==> config.mk <==
export PLATFORM = sky130hd
export DESIGN_NAME = axis_lrelu_out_packer
export DESIGN_NICKNAME = d
export VERILOG_FILES = /design/src/rtl/axis_lrelu_out_packer.sv
export SDC_FILE = /design/constraint.sdc
export NUM_CORES = 1
export LEC_CHECK = 0
export ABC_AREA = 1
export CAP_MARGIN = 10
export CORE_ASPECT_RATIO = 1.25
export CORE_UTILIZATION = 45
export DETAILED_ROUTE_END_ITERATION = 6
export GPL_ROUTABILITY_DRIVEN = 0
export PLACE_DENSITY = 0.72
export SYNTH_ARGS = -nofsm -noshare
export SYNTH_HDL_FRONTEND = slang
export SYNTH_SLANG_ARGS = --single-unit
==> constraint.sdc <==
create_clock -name aclk -period 9.94 [get_ports aclk]
set_clock_uncertainty 0.1 [all_clocks]
set_input_delay 1.988 -clock aclk [delete_from_list [all_inputs] [get_ports aclk]]
set_output_delay 1.988 -clock aclk [all_outputs]
set_load 0.02 [all_outputs]
==> src/rtl/axis_lrelu_out_packer.sv <==
// ---------------------------------------------------------------------------
// axis_lrelu_out_packer
//
// Purpose:
//   Takes wide beats from the leaky-ReLU engine output slice and serialises
//   the kept slots, one slot per output beat in ascending slot order, onto a
//   narrow AXI-Stream for the output DMA. tlast marks the final kept slot of a
//   tensor. Output handshakes are counted for software.
//
// Ports:
//   aclk, aresetn       clock (rising edge) / asynchronous active-low reset
//   s_axis_tvalid/ready input handshake
//   s_axis_tdata        SLOTS slots of UNITS*WORD_WIDTH bits, slot k at k*SLOT_W
//   s_axis_tkeep        one keep bit per slot
//   s_axis_tuser        bit1 = end of tensor, bit0 reserved
//   m_axis_tvalid/ready output handshake
//   m_axis_tdata        one slot
//   m_axis_tlast        final slot of the tensor
//   beat_count          output handshakes since the last tlast handshake
//   err_empty_last      sticky: end-of-tensor beat with no kept slots
// ---------------------------------------------------------------------------
module axis_lrelu_out_packer #(
  parameter int WORD_WIDTH  = 8,
  parameter int UNITS       = 8,
  parameter int GROUPS      = 2,
  parameter int COPIES      = 2,
  parameter int COUNT_WIDTH = 32
) (
  input  logic                                      aclk,
  input  logic                                      aresetn,
  input  logic                                      s_axis_tvalid,
  output logic                                      s_axis_tready,
  input  logic [COPIES*GROUPS*UNITS*WORD_WIDTH-1:0] s_axis_tdata,
  input  logic [COPIES*GROUPS-1:0]                  s_axis_tkeep,
  input  logic [1:0]                                s_axis_tuser,
  output logic                                      m_axis_tvalid,
  input  logic                                      m_axis_tready,
  output logic [UNITS*WORD_WIDTH-1:0]               m_axis_tdata,
  output logic                                      m_axis_tlast,
  output logic [COUNT_WIDTH-1:0]                    beat_count,
  output logic                                      err_empty_last
);

  localparam int SLOTS  = COPIES * GROUPS;
  localparam int SLOT_W = UNITS * WORD_WIDTH;
  localparam int DATA_W = SLOTS * SLOT_W;

  typedef enum logic {IDLE, DRAIN} state_t;

  state_t             state_q;
  logic [DATA_W-1:0]  held_data_q;
  logic [SLOTS-1:0]   pend_q;
  logic               last_q;

  logic               out_fire;
  logic               in_fire;
  logic               in_load;
  logic [SLOTS-1:0]   pend_after;
  logic [DATA_W-1:0]  next_data;
  logic [SLOTS-1:0]   next_pend;
  logic               next_last;

  // Reserved tuser bit has no function in this block.
  logic unused_tuser0;
  assign unused_tuser0 = s_axis_tuser[0];

  // Priority-encoded slot select: the lowest set mask bit wins.
  function automatic logic [SLOT_W-1:0] select_slot(input logic [DATA_W-1:0] data,
                                                   input logic [SLOTS-1:0]  mask);
    logic [SLOT_W-1:0] sel;
    sel = '0;
    for (int k = SLOTS - 1; k >= 0; k--) begin
      if (mask[k]) sel = data[k*SLOT_W +: SLOT_W];
    end
    return sel;
  endfunction

  assign m_axis_tvalid = (state_q == DRAIN);

  // Input is taken when idle, or when the last pending slot is leaving this
  // cycle, so consecutive beats stream with no bubble.
  assign s_axis_tready = (state_q == IDLE) || ($onehot(pend_q) && m_axis_tready);

  // Next held-beat contents: a newly accepted non-empty beat overrides the
  // clearing of the slot that just handshook.
  always_comb begin
    out_fire   = m_axis_tvalid && m_axis_tready;
    in_fire    = s_axis_tvalid && s_axis_tready;
    in_load    = in_fire && (|s_axis_tkeep);
    pend_after = out_fire ? (pend_q & (pend_q - SLOTS'(1))) : pend_q;
    next_data  = held_data_q;
    next_pend  = pend_after;
    next_last  = last_q;
    if (in_load) begin
      next_data = s_axis_tdata;
      next_pend = s_axis_tkeep;
      next_last = s_axis_tuser[1];
    end
  end

  // Held beat, state and registered output slot/tlast. The output registers
  // are recomputed from the next mask, so they stay put under backpressure.
  always_ff @(posedge aclk or negedge aresetn) begin
    if (!aresetn) begin
      state_q      <= IDLE;
      held_data_q  <= '0;
      pend_q       <= '0;
      last_q       <= 1'b0;
      m_axis_tdata <= '0;
      m_axis_tlast <= 1'b0;
    end else begin
      held_data_q  <= next_data;
      pend_q       <= next_pend;
      last_q       <= next_last;
      state_q      <= (|next_pend) ? DRAIN : IDLE;
      m_axis_tdata <= select_slot(next_data, next_pend);
      m_axis_tlast <= next_last && $onehot(next_pend);
    end
  end

  // Handshake counter restarts after each tensor; empty end-of-tensor beats
  // raise a sticky error flag.
  always_ff @(posedge aclk or negedge aresetn) begin
    if (!aresetn) begin
      beat_count     <= '0;
      err_empty_last <= 1'b0;
    end else begin
      if (out_fire) begin
        beat_count <= m_axis_tlast ? '0 : beat_count + COUNT_WIDTH'(1);
      end
      if (in_fire && !(|s_axis_tkeep) && s_axis_tuser[1]) begin
        err_empty_last <= 1'b1;
      end
    end
  end

endmodule

==> flow_summary_export.csv <==
group,metric,value,unit
floorplan,initial_utilization,0.459,
worst_setup_path,setup.worst_path.end_class,"flop",
synthesis,yosys_register_bits,360,
floorplan,rows,78,
placed_design,placement.io_buffers,364,
power_and_ir_drop,peakVddDrop,0.192,mV
clocking,clk_pin_slew_worst_paths,60,ps
sta,grt_setup_unrepaired,"false",
clocking,clock_insertion_delay_worst_skew,530,ps
clocking,root_buffer,"sky130_fd_sc_hd__clkbuf_16",
synthesis,ys_types,30,
clocking,cts_buffer_depth,3,
worst_setup_path,worstPathMaxFanout,97,
worst_hold_path,timing.hold.worst.class,"reg -> reg",
global_routing,grt_antenna_before_repair,15,
route,vias_per_cell,5.15,
route,routed_wirelength,47.0,mm
placed_design,hpwl,29.9,mm
synthesis,yosysSeqAreaShare,0.540,
clocking,clock_sink_count,360,
clocking,post_cts.repair.setup_buffers,0,
worst_setup_path,cpMostUsedCell,"sky130_fd_sc_hd__nand2_1",
route,detailedRoute.firstIterationViolations,1021,
sta,final.period_utilization,0.639,
route,routed_wire_length_per_instance,16.9,microns
sta,slew_headroom,0.285,
job,max_cap_violations,0,
worst_setup_path,worst_setup_path_start_kind,"input port",
layout,multiInputGateArea,0.00633,sq mm
sta,setup_viol_count_final,0,
status,result_of_the_run,"completed",
global_routing,globalRouteTotalUtil,0.249,
clocking,tritoncts,"done",
floorplan,die_area,0.0379,sq mm
worst_setup_path,crit_path_max_incr_delay,890,ps
layout,sequential_cell_area,0.00901,sq mm
route,vias,14300,
route,drc,0,
sta,totalNegativeSetupSlack,0,ps
synthesis,synth.net_count,2237,
layout,post-route-util,0.599,
sta,min_period,6350,ps
layout,fin_nets,2538,
global_routing,first_global_vias,14400,
sta,worst-slew-pin-transition,1070,ps
route,first_pass_iters,6,
clocking,cts_made_buffers,38,
clocking,ctsHoldBuffers,0,
power_and_ir_drop,cellPowerDensity,322,mW/mm^2
sta,fin_worst_hold_slack,366,ps
clocking,cts_resized,0,
worst_setup_path,worst-endpoint-required,10300,ps
floorplan,die-width,174,microns
sta,final-max-slew-violation-count,0,
sta,timing.fmax,157,MHz
worst_setup_path,type_of_the_worst_setup_path,"in -> reg",
worst_setup_path,cp_data_arrival_time,6710,ps
synthesis,synth-warning-count,0,
power_and_ir_drop,cellLeakagePower,0.0108,uW
floorplan,die_height,217,microns
layout,layout_commonest_cell,"sky130_fd_sc_hd__nand2_1",
placed_design,placedCellCount,2702,
layout,drive_above_1_share,0.0677,
synthesis,per_instance_average_area_after_synthesis,8.51,sq um
clocking,h_tree_levels,2,
worst_setup_path,setup.reg_to_reg.worst_slack,4260,ps
sta,hold_viol_final,0,
layout,layout.cells.most_common_list,"610 x sky130_fd_sc_hd__nand2_1, 362 x sky130_fd_sc_hd__clkdlybuf4s50_1, 360 x sky130_fd_sc_hd__dfrtp_1, 188 x sky130_fd_sc_hd__inv_1, 170 x sky130_fd_sc_hd__nor2_1",
synthesis,mappedNetlistArea,0.0167,sq mm
layout,final.fill_count,3120,
global_routing,maximum_number_of_pins_on_one_net_before_global_route_repair,98,
floorplan,core_area,0.0364,sq mm
worst_setup_path,cp_slowest_cell,"sky130_fd_sc_hd__buf_4",
synthesis,post_synth_inst_count,1961,
global_routing,grt_first_pass_wirelength,75.3,mm
worst_setup_path,critPathBufInv,4,
route,final_antenna_net_count,0,
worst_setup_path,cpLargestDelayFamily,"buffers and inverters",
global_routing,grt.overflow.total,0,
worst_setup_path,cp_cell_sequence,"clkdlybuf4s50_1, inv_1, nand3_4, nand3_4, buf_4, buf_4, nand2_1, o21ai_0, nand3_1, nand2_1, nand2_1, nand2_1",
floorplan,floorplan.io_pins,366,
layout,finalNonFillerCells,2784,
layout,synthToLayoutAreaGrowth,30.7,%
-- metal layers --
metal	GRT usage	vias up	wire length, microns
met5	0	-	29
met2	0.415	470	23200
met4	0.112	4	1710
met1	0.315	6909	19100
met3	0.0463	102	2980
li1	-	6856	-
-- final cells by class --
cell class	instances	share of cell area
Antenna cell	13	0.00149
Clock buffer	57	0.0524
Clock inverter	12	0.00992
Inverter	191	0.0329
Multi-Input combinational cell	1291	0.290
Sequential cell	360	0.413
Tap cell	480	0.0275
Timing Repair Buffer	380	0.173
-- cell families after synthesis --
kind of cell	synth area share
simple gates	0.244
xor+xnor	0.00157
compound gates	0.0692
buf+inv	0.0842
flops	0.540
fa+ha+maj	0.00839
mux	0.0531
-- worst paths after layout --
| check | start | to | cells past startpoint |
|---|---|---|---|
| max | s_axis_tkeep[1] | m_axis_tdata[38]$_DFF_PN0_ | 12 |
| min | held_data_q[131]$_DFF_PN0_ | held_data_q[131]$_DFF_PN0_ | 2 |
| max reg2reg | pend_q[0]$_DFF_PN0_ | m_axis_tdata[19]$_DFF_PN0_ | 18 |
| min reg2reg | held_data_q[131]$_DFF_PN0_ | held_data_q[131]$_DFF_PN0_ | 2 |
| max in group asynchronous | aresetn | held_data_q[194]$_DFF_PN0_ | 3 |
| min in group asynchronous | aresetn | beat_count[23]$_DFFE_PN0P_ | 1 |
-- cell usage after synthesis --
master | instances | area [sq um]
sky130_fd_sc_hd__a21oi_1 | 76 | 380
sky130_fd_sc_hd__a31o_2 | 1 | 8.76
sky130_fd_sc_hd__and3_1 | 1 | 6.26
sky130_fd_sc_hd__buf_1 | 5 | 18.8
sky130_fd_sc_hd__buf_2 | 44 | 220
sky130_fd_sc_hd__buf_4 | 2 | 15.0
sky130_fd_sc_hd__buf_6 | 24 | 270
sky130_fd_sc_hd__clkbuf_1 | 44 | 165
sky130_fd_sc_hd__clkinv_1 | 1 | 3.75
sky130_fd_sc_hd__dfrtp_1 | 360 | 9010
sky130_fd_sc_hd__fa_1 | 2 | 40.0
sky130_fd_sc_hd__ha_1 | 8 | 100
sky130_fd_sc_hd__inv_1 | 189 | 709
sky130_fd_sc_hd__inv_2 | 1 | 3.75
sky130_fd_sc_hd__mux2_2 | 20 | 225
sky130_fd_sc_hd__mux2_4 | 44 | 661
sky130_fd_sc_hd__nand2_1 | 612 | 2300
sky130_fd_sc_hd__nand2_2 | 2 | 12.5
sky130_fd_sc_hd__nand3_1 | 100 | 500
sky130_fd_sc_hd__nand3_4 | 1 | 17.5
sky130_fd_sc_hd__nand4_1 | 84 | 526
sky130_fd_sc_hd__nor2_1 | 170 | 638
sky130_fd_sc_hd__nor3_1 | 14 | 70.1
sky130_fd_sc_hd__nor4_1 | 1 | 6.26
sky130_fd_sc_hd__o21ai_0 | 104 | 521
sky130_fd_sc_hd__o21ai_1 | 46 | 230
sky130_fd_sc_hd__o21ai_2 | 1 | 8.76
sky130_fd_sc_hd__o21bai_1 | 1 | 7.51
sky130_fd_sc_hd__xnor2_1 | 1 | 8.76
sky130_fd_sc_hd__xor2_1 | 2 | 17.5
-- where the power goes --
group	internal (uW)	total, uW	leakage, uW	switching [uW]
logic	1170	3120	0.00561	1960
clock network	952	1530	0.000667	580
registers	2140	2360	0.00449	222
total	4260	7020	0.0108	2760
-- metrics by stage --
stage / power (uW) / worst slack (ps) / area (sq um)
2_1_floorplan: 4560 / 5240 / 16700
3_3_place_gp: 5400 / 3150 / 20400
3_5_place_dp: 5500 / 3070 / 20400
4_1_cts: 7080 / 3650 / 21800
5_1_grt: 7550 / 3280 / 21800
6_report: 7020 / 3590 / 21800
-- sequential cells by signal, summed over array words and instances (netlist names) --
name	count
m_axis_tvalid	1
last_q	1
m_axis_tdata	64
held_data_q	256
m_axis_tlast	1
err_empty_last	1
pend_q	4
beat_count	32
-- worst register-to-register path: cells and delay by family, from the launching register on --
kind	cells	cell delay [ps]
simple gates	10	1990
flops	1	380
buf+inv	5	2140
fa+ha+maj	3	1010
No activity file was read; power rests on OpenSTA's default activity.
